===== src/rtl/sram16_ctrl_pkg.sv =====
// Shared types and helpers for the 32-bit to 16-bit async SRAM bridge.
package sram16_ctrl_pkg;

    localparam int WAIT_W = 4;

    typedef enum logic [2:0] {
        S_IDLE,
        S_SETUP,
        S_STROBE,
        S_HOLD,
        S_DONE
    } state_t;

    // Active-low byte enables {xbheb, xbleb} for one halfword.
    // Reads always enable both bytes.
    function automatic logic [1:0] half_be_n(input logic is_wr, input logic [3:0] strb,
                                             input logic half);
        if (!is_wr) return 2'b00;
        return half ? ~strb[3:2] : ~strb[1:0];
    endfunction

    // Halfword of a 32-bit word, little-endian.
    function automatic logic [15:0] half_sel(input logic [31:0] word, input logic half);
        return half ? word[31:16] : word[15:0];
    endfunction

endpackage


===== src/rtl/sram16_ctrl_if.sv =====
// CPU-side memory bus between SYSTEM (master) and the SRAM bridge (slave).
interface sram16_ctrl_if #(
    parameter int ADDR_W = 19
) ();
    logic [ADDR_W-1:0] addr;
    logic [31:0]       wdata;
    logic [3:0]        wstrb;
    logic              wr;
    logic              rd;
    logic [31:0]       rdata;
    logic              ready;
    logic              busy;

    modport master (output addr, wdata, wstrb, wr, rd,
                    input  rdata, ready, busy);

    modport slave  (input  addr, wdata, wstrb, wr, rd,
                    output rdata, ready, busy);
endinterface


===== src/rtl/sram16_ctrl.sv =====
// Bridge from the 32-bit CPU bus to a 16-bit asynchronous SRAM.
// Each word access becomes up to two halfword cycles (SETUP/STROBE/HOLD);
// every pin output is a flop so strobes cannot glitch.
//
// state    | meaning
// ---------+-------------------------------------------------------------
// S_IDLE   | waiting for rd/wr; latches address, data, strobes, op
// S_SETUP  | address/byte enables (and write data) set up, strobes high
// S_STROBE | xoeb or xweb low for WAIT_CYC+1 cycles
// S_HOLD   | strobes high, address and write data held
// S_DONE   | ready pulse, bus released
module sram16_ctrl
    import sram16_ctrl_pkg::*;
#(
    parameter int ADDR_W   = 19,
    parameter int WAIT_CYC = 0
) (
    input  logic              clk,
    input  logic              resetb,
    sram16_ctrl_if.slave      bus,
    output logic [ADDR_W-2:0] xa,
    output logic [15:0]       xd_do,
    input  logic [15:0]       xd_di,
    output logic              xd_oe,
    output logic              xoeb,
    output logic              xweb,
    output logic              xbleb,
    output logic              xbheb
);

    state_t              state;
    logic                op_wr;
    logic [ADDR_W-3:0]   word_a;
    logic [31:0]         wd;
    logic [3:0]          ws;
    logic                half;
    logic [WAIT_W-1:0]   wait_cnt;
    logic [31:0]         rdata_q;
    logic                ready_q;
    logic                busy_q;
    logic                first_half;
    logic                hi_needed;
    logic                unused_addr_lsb;

    assign bus.rdata = rdata_q;
    assign bus.ready = ready_q;
    assign bus.busy  = busy_q;

    // Word accesses are aligned; the byte offset is don't-care.
    assign unused_addr_lsb = ^bus.addr[1:0];

    // A write with no low-half strobes starts directly on the high half.
    assign first_half = bus.wr && (bus.wstrb[1:0] == 2'b00);
    assign hi_needed  = !op_wr || (ws[3:2] != 2'b00);

    // Sequencer: state, wait counter, latched request and all registered pin outputs.
    always_ff @(posedge clk or negedge resetb) begin
        if (!resetb) begin
            state    <= S_IDLE;
            op_wr    <= 1'b0;
            word_a   <= '0;
            wd       <= '0;
            ws       <= '0;
            half     <= 1'b0;
            wait_cnt <= '0;
            rdata_q  <= '0;
            ready_q  <= 1'b0;
            busy_q   <= 1'b0;
            xa       <= '0;
            xd_do    <= '0;
            xd_oe    <= 1'b0;
            xoeb     <= 1'b1;
            xweb     <= 1'b1;
            xbleb    <= 1'b1;
            xbheb    <= 1'b1;
        end else begin
            case (state)
                S_IDLE: begin
                    if (bus.wr || bus.rd) begin
                        op_wr  <= bus.wr;
                        word_a <= bus.addr[ADDR_W-1:2];
                        wd     <= bus.wdata;
                        ws     <= bus.wstrb;
                        busy_q <= 1'b1;
                        if (bus.wr && (bus.wstrb == 4'b0000)) begin
                            state   <= S_DONE;
                            ready_q <= 1'b1;
                        end else begin
                            state          <= S_SETUP;
                            half           <= first_half;
                            xa             <= {bus.addr[ADDR_W-1:2], first_half};
                            {xbheb, xbleb} <= half_be_n(bus.wr, bus.wstrb, first_half);
                            xd_oe          <= bus.wr;
                            if (bus.wr) xd_do <= half_sel(bus.wdata, first_half);
                        end
                    end
                end
                S_SETUP: begin
                    state    <= S_STROBE;
                    wait_cnt <= WAIT_W'(WAIT_CYC);
                    xoeb     <= op_wr;
                    xweb     <= !op_wr;
                end
                S_STROBE: begin
                    if (wait_cnt == '0) begin
                        state <= S_HOLD;
                        xoeb  <= 1'b1;
                        xweb  <= 1'b1;
                        if (!op_wr) begin
                            if (half) rdata_q[31:16] <= xd_di;
                            else      rdata_q[15:0]  <= xd_di;
                        end
                    end else begin
                        wait_cnt <= wait_cnt - 1'b1;
                    end
                end
                S_HOLD: begin
                    if (!half && hi_needed) begin
                        state          <= S_SETUP;
                        half           <= 1'b1;
                        xa             <= {word_a, 1'b1};
                        {xbheb, xbleb} <= half_be_n(op_wr, ws, 1'b1);
                        if (op_wr) xd_do <= wd[31:16];
                    end else begin
                        state          <= S_DONE;
                        ready_q        <= 1'b1;
                        xd_oe          <= 1'b0;
                        {xbheb, xbleb} <= 2'b11;
                    end
                end
                S_DONE: begin
                    state   <= S_IDLE;
                    ready_q <= 1'b0;
                    busy_q  <= 1'b0;
                end
                default: state <= S_IDLE;
            endcase
        end
    end

endmodule


===== src/flat_wrapper.sv =====
// flat-port wrapper written by rule: the top's interface ports become plain ports
module sram16_ctrl_flat import sram16_ctrl_pkg::*;
#(
    parameter int ADDR_W   = 19,
    parameter int WAIT_CYC = 0
)
  (clk, resetb, xa, xd_do, xd_di, xd_oe, xoeb, xweb, xbleb, xbheb, bus_addr, bus_wdata, bus_wstrb, bus_wr, bus_rd, bus_rdata, bus_ready, bus_busy);
  sram16_ctrl_if #(.ADDR_W(ADDR_W)) bus_i ();
  input  logic clk;
  input  logic resetb;
  output logic [ADDR_W-2:0] xa;
  output logic [15:0] xd_do;
  input  logic [15:0] xd_di;
  output logic xd_oe;
  output logic xoeb;
  output logic xweb;
  output logic xbleb;
  output logic xbheb;
  input wire logic [$bits(bus_i.addr)-1:0] bus_addr;
  input wire logic [$bits(bus_i.wdata)-1:0] bus_wdata;
  input wire logic [$bits(bus_i.wstrb)-1:0] bus_wstrb;
  input wire logic [$bits(bus_i.wr)-1:0] bus_wr;
  input wire logic [$bits(bus_i.rd)-1:0] bus_rd;
  output wire logic [$bits(bus_i.rdata)-1:0] bus_rdata;
  output wire logic [$bits(bus_i.ready)-1:0] bus_ready;
  output wire logic [$bits(bus_i.busy)-1:0] bus_busy;
  assign bus_i.addr = bus_addr;
  assign bus_i.wdata = bus_wdata;
  assign bus_i.wstrb = bus_wstrb;
  assign bus_i.wr = bus_wr;
  assign bus_i.rd = bus_rd;
  assign bus_rdata = bus_i.rdata;
  assign bus_ready = bus_i.ready;
  assign bus_busy = bus_i.busy;
  sram16_ctrl #(.ADDR_W(ADDR_W), .WAIT_CYC(WAIT_CYC)) u_core (.clk(clk), .resetb(resetb), .bus(bus_i), .xa(xa), .xd_do(xd_do), .xd_di(xd_di), .xd_oe(xd_oe), .xoeb(xoeb), .xweb(xweb), .xbleb(xbleb), .xbheb(xbheb));
endmodule

===== config.mk =====
export PLATFORM = sky130hd
export DESIGN_NAME = sram16_ctrl_flat
export DESIGN_NICKNAME = d
export VERILOG_FILES = /design/src/rtl/sram16_ctrl_pkg.sv /design/src/rtl/sram16_ctrl_if.sv /design/src/rtl/sram16_ctrl.sv /design/src/flat_wrapper.sv
export SDC_FILE = /design/constraint.sdc
export NUM_CORES = 1
export LEC_CHECK = 0
export CORE_UTILIZATION = 48
export CTS_CLUSTER_SIZE = 30
export DETAILED_ROUTE_END_ITERATION = 16
export PLACE_DENSITY = 0.8
export SYNTH_ARGS = -nofsm -noshare
export SYNTH_HDL_FRONTEND = slang
export SYNTH_SLANG_ARGS = --single-unit

===== constraint.sdc =====
create_clock -name clk -period 3 [get_ports clk]
set_input_delay 0.75 -clock clk [delete_from_list [all_inputs] [get_ports clk]]
set_output_delay 0.75 -clock clk [all_outputs]
set_load 0.05 [all_outputs]

Word-level counts from Yosys, hierarchy flattened

Cells that the tools add are included.

Register bits after elaboration: 135
Word-level logic and storage cells: 120
Input port bits: 75
Output and inout bits: 73

$add $sub $neg: 1
Equal/unequal tests: 13
Reduce and logical (&&, ||, !) cells: 28
Bitwise gates (word level): 5
Multiplexer cells: 55

Operators by type and width:

| kind                                                                  | count |
|---|---|
| 16-bit two-way mux                                                    | 6 |
| 18-bit two-way mux                                                    | 3 |
| 18-bit one-hot mux with 2 select lines                                | 1 |
| 16-bit one-hot mux with 2 select lines                                | 1 |
| 1-bit two-way mux                                                     | 24 |
| 4-bit AND reduction                                                   | 5 |
| 1-bit one-hot mux with 2 select lines                                 | 7 |
| 3-bit two-way mux                                                     | 4 |
| 3-bit one-hot mux with 4 select lines                                 | 1 |
| 2-bit two-way mux                                                     | 5 |
| 2-bit by 1-bit != test with 1-bit output, second input constant       | 5 |
| 2-bit AND reduction                                                   | 5 |
| 4-bit logical NOT                                                     | 2 |
| 2-bit != test, second input constant                                  | 4 |
| 4-bit one-hot mux with 2 select lines                                 | 1 |
| 2-bit nonzero test                                                    | 4 |
| 3-bit by 2-bit equality test with 1-bit output, second input constant | 2 |
| 2-bit inverter                                                        | 3 |
| 6-bit AND reduction                                                   | 1 |
| 4-bit two-way mux                                                     | 1 |
| 4-bit by 1-bit subtractor with 4-bit output, second input constant    | 1 |
| 3-bit by 1-bit equality test with 1-bit output, second input constant | 1 |
| 3-bit equality test, second input constant                            | 1 |
| 1-bit logical AND                                                     | 3 |
| 8 further kinds                                                       | 11 |

Logic depth before layout (Yosys ltp)

Depth after elaboration: 9
Mapped depth: 8
Gate-level depth less buffers: 6

Least setup slack after synthesis

No wires, ideal clock.

Path type: input-to-reg
From: input port bus_wstrb[1]
To: register u_core.xd_do[10]
Buffers on the path: 2
Required time: 2.875 ns
Stages: 6
Path slack: 0.592 ns
Setup time: 0.125 ns
Arrival time: 2.283 ns
Path through: or3b_1 > buf_6 > o211a_1 > o21ai_4 > buf_12 > mux2_4

Cells in the longest elaborated chain, start to end: 7

RTL lines:

| item                                   | RTL line              | RTL |
|---|---|---|
| start: declaration                     | flat_wrapper.sv:21    | `input wire logic [$bits(bus_i.wstrb)-1:0] bus_wstrb;` |
| 2-bit logical NOT                      | sram16_ctrl.sv:53     | `assign first_half = bus.wr && (bus.wstrb[1:0] == 2'b00);` |
| 1-bit logical AND                      | sram16_ctrl.sv:53     |  |
| 16-bit two-way mux                     | sram16_ctrl_pkg.sv:24 | `return half ? word[31:16] : word[15:0];` |
| 16-bit two-way mux                     | sram16_ctrl.sv:94     | `if (bus.wr) xd_do <= half_sel(bus.wdata, first_half);` |
| 16-bit two-way mux                     | sram16_ctrl.sv:85     | `if (bus.wr && (bus.wstrb == 4'b0000)) begin` |
| 16-bit two-way mux                     | sram16_ctrl.sv:79     | `if (bus.wr \|\| bus.rd) begin` |
| 16-bit one-hot mux with 2 select lines | sram16_ctrl.sv:77     | `case (state)` |
| end signal: assignment                 | sram16_ctrl.sv:94     |  |
| end signal: assignment                 | sram16_ctrl.sv:123    | `if (op_wr) xd_do <= wd[31:16];` |
| end: declaration                       | sram16_ctrl.sv:22     | `output logic [15:0] xd_do,` |

Several ways; a longest one is shown, not always the timed one. The select of a mux whose other input is x is not followed.
A chain may end at the register's enable or synchronous reset.

Final worst setup path

From: register u_core.xa[0]
To: output port xa[0]

RTL lines:

| item                     | RTL line           | RTL |
|---|---|---|
| start: declaration       | sram16_ctrl.sv:21  | `output logic [ADDR_W-2:0] xa,` |
| start signal: assignment | sram16_ctrl.sv:91  | `xa <= {bus.addr[ADDR_W-1:2], first_half};` |
| start signal: assignment | sram16_ctrl.sv:121 | `xa <= {word_a, 1'b1};` |
| end: declaration         | flat_wrapper.sv:11 | `output logic [ADDR_W-2:0] xa;` |

No word-level cell between the ends.

==> flow_summary.yaml <==
synth:
  ys.flop_type: "dfrtp_1"
  synth_edf_count: 0
  synth_nets: 475
  yosysWarnings: 0
  synth.ff_latch_count: 116
  syn-cell-area_sq_um: 5295
  synth_async_sr_flop_share_pct: 100.0
  synth_seq_area_share_pct: 54.91
  synth_top_area_share_pct: 52.93
  yosys.cell_types.count: 48
  yosys-top-cells-area: "dfrtp_1 (53%), mux2_2 (22%), mux2i_1 (3.0%)"
  synth_cells: 398
  avgSynthCellArea_sq_um: 13.30
  yosysTopAreaCell: "dfrtp_1"
floorplanning:
  die_area_sq_um: 11460
  placementRows: 37
  core_area_sq_um: 10510
  start_util_pct: 50.39
  top_level_ports: 148
  die-width_um: 107.0
  die_y_um: 107.0
placement:
  gp_congestion: 0.7477
  portBuffers: 145
  dp.final_hpwl_mm: 8.315
  dp.cells: 665
run:
  cap_viol_max_count: 0
timing:
  finClkSkew_ps: 7.173
  worst_pin_slew_ps: 924.6
  whs_ps: 181.5
  setup_viol: 0
  setup_tns_ps: 0
  finalCritPeriodShare_pct: 88.43
  relSlewSlack_pct: 38.36
  hold_viol: 0
  finalCriticalPeriod_ps: 2653
  rsz0062_at_grt: "false"
  fmax_mhz: 376.9
  final-max-slew-violation-count: 0
route:
  routedWlPerCell_um: 17.78
  num_vias: 3789
  drtIter0Drc: 157
  drtAntennaViolNets: 0
  vias_per_cell: 5.444
  drc: 0
  first_pass_iters: 4
  drt-total-wl_mm: 12.38
worst_setup_path:
  r2r-start: "u_core.wait_cnt[0]"
  reg2reg_slack_ps: 510
  cp_top_family: "buffers and inverters"
  slowest_stage: "clkdlybuf4s50_1"
  r2r_cells: 6
  arrival_ps: 1900
  critPathKind: "reg2out"
  crit_path_start_kind: "register"
  end_kind: "primary output"
  required_ps: 2250
  rr_endpoint: "u_core.bus.rdata[24]"
  cp_num_buf_inv: 1
  slowest_delay_ps: 860
  worstPathMaxFanout: 9
  worstPathCellList: "clkdlybuf4s50_1"
finish:
  layout_commonest_cell: "clkdlybuf4s50_1"
  layout.cells.non_filler: 696
  area_delta_synth_final_pct: 41.94
  drive_gt1_share_pct: 30.00
  final_cell_mix: "clkdlybuf4s50_1 (144), dfrtp_1 (112), mux2_2 (103)"
  n_antenna_cell: 0
  final_net_count: 625
  postLayoutCoreUtil_pct: 71.52
grt:
  groute.usage.overall_pct: 23.32
  grt_pass1_wl_mm: 20.07
  grt_pass1_vias: 3977
  grt_start_max_net_pins: 45
  grt_remaining_overflow: 0
  antenna_found_initial: 0
outcome:
  status: "complete, no violations"
clock_tree:
  numClockSinks: 116
  numCtsBuffers: 17
  clkTransAtPathRegs_ps: 50
  clock_latency_ps: 520
  cts_tree: "yes"
  cts_max_level: 4
  cts_resized: 0
  post_cts_buffers: 0
  root_buffer: "clkbuf_8"
  holdBufCountCts: 0
  cts_max_path_buffers: 2
worst_hold_path:
  hold_path_class: "in2async"
pwr:
  power.density_nw_per_um2: 1366
  ir_drop_v: 0.0007949
  fin_total_pwr_w: 0.01026
  leakage_nw: 3.245
[kinds of logic (layout without fill, tap and decap cells)]
kind of cell / count (synthesis) / count (layout) / share of synthesized area, %
flops: 116 / 116 / 54.91
compound gates: 51 / 51 / 5.860
xor+xnor: 1 / 1 / 0.1654
fa+ha+maj: 2 / 2 / 0.4725
simple gates: 64 / 64 / 6.593
buf+inv: 31 / 193 / 3.379
mux: 133 / 133 / 28.62
[report_power, final]
| group | switching, W | internal [W] | total, W |
|---|---|---|---|
| sequential | 0.000516 | 0.00237 | 0.00289 |
| clock | 0.000688 | 0.00149 | 0.00218 |
| combinational | 0.00300 | 0.00220 | 0.00520 |
[how the worst max path moves through the flow]
stage | startpoint | to | slack (ps) | cells past startpoint
after floorplan | bus_wstrb[1] | u_core.xd_do[10] | 590 | 6
after global placement | bus_wr | u_core.wd[19] | 180 | 5
after detailed placement | bus_wr | u_core.xa[12] | 140 | 6
after CTS | u_core.xa[0] | xa[0] | 330 | 1
after global routing | u_core.xa[0] | xa[0] | 300 | 1
final | u_core.xa[0] | xa[0] | 350 | 1
[state kept, by name, summed over array words and instances, names as in the netlist, 2 cells and up]
register          cells
u_core.state          3
u_core.wait_cnt       4
u_core.ws             2
u_core.wd            16
u_core.word_a        17
u_core.xd_do         16
u_core.bus.rdata     32
u_core.xa            18
[synthesized netlist by cell type, types with 2 or more instances]
cell	number
o221ai_1	2
buf_6	2
nor2_1	23
nor3_1	2
inv_1	6
clkbuf_1	8
dfrtp_1	112
o21ai_0	9
mux2_2	103
or2_2	3
o211ai_1	4
nor3b_1	2
mux2i_1	16
nand3_1	3
a21oi_1	28
or3b_1	2
nand2b_1	2
buf_4	2
or4_1	2
mux2_4	10
nand2_1	8
ha_1	2
buf_2	10
dfstp_2	4
mux2_1	4
nor2b_1	6
nand3b_1	2
[per-layer routing]
layer	vias to the layer above	global-route usage (%)	wire, um
met5	-	0	0
met4	0	10.67	246
met3	17	5.836	560
met2	115	39.54	6541
met1	1932	27.93	5027
li1	1725	-	-
[final cells by class]
type                            count  area (sq um)
Clock buffer                       21         459.2
Clock inverter                     10         177.7
Fill cell                         724          2993
Inverter                            6         22.52
Multi-Input combinational cell    251          2210
Sequential cell                   116          2908
Tap cell                          136         170.2
Timing Repair Buffer              156          1569
[metrics by stage]
stage | setup slack [ps] | instance area, sq um
2_1_floorplan | 591.7 | 5295
4_1_cts | 327.5 | 7516
5_1_grt | 297.2 | 7516
3_3_place_gp | 180.7 | 6879
3_5_place_dp | 139.4 | 6879
6_report | 347.0 | 7516
Power figures use the tool's default switching activity.
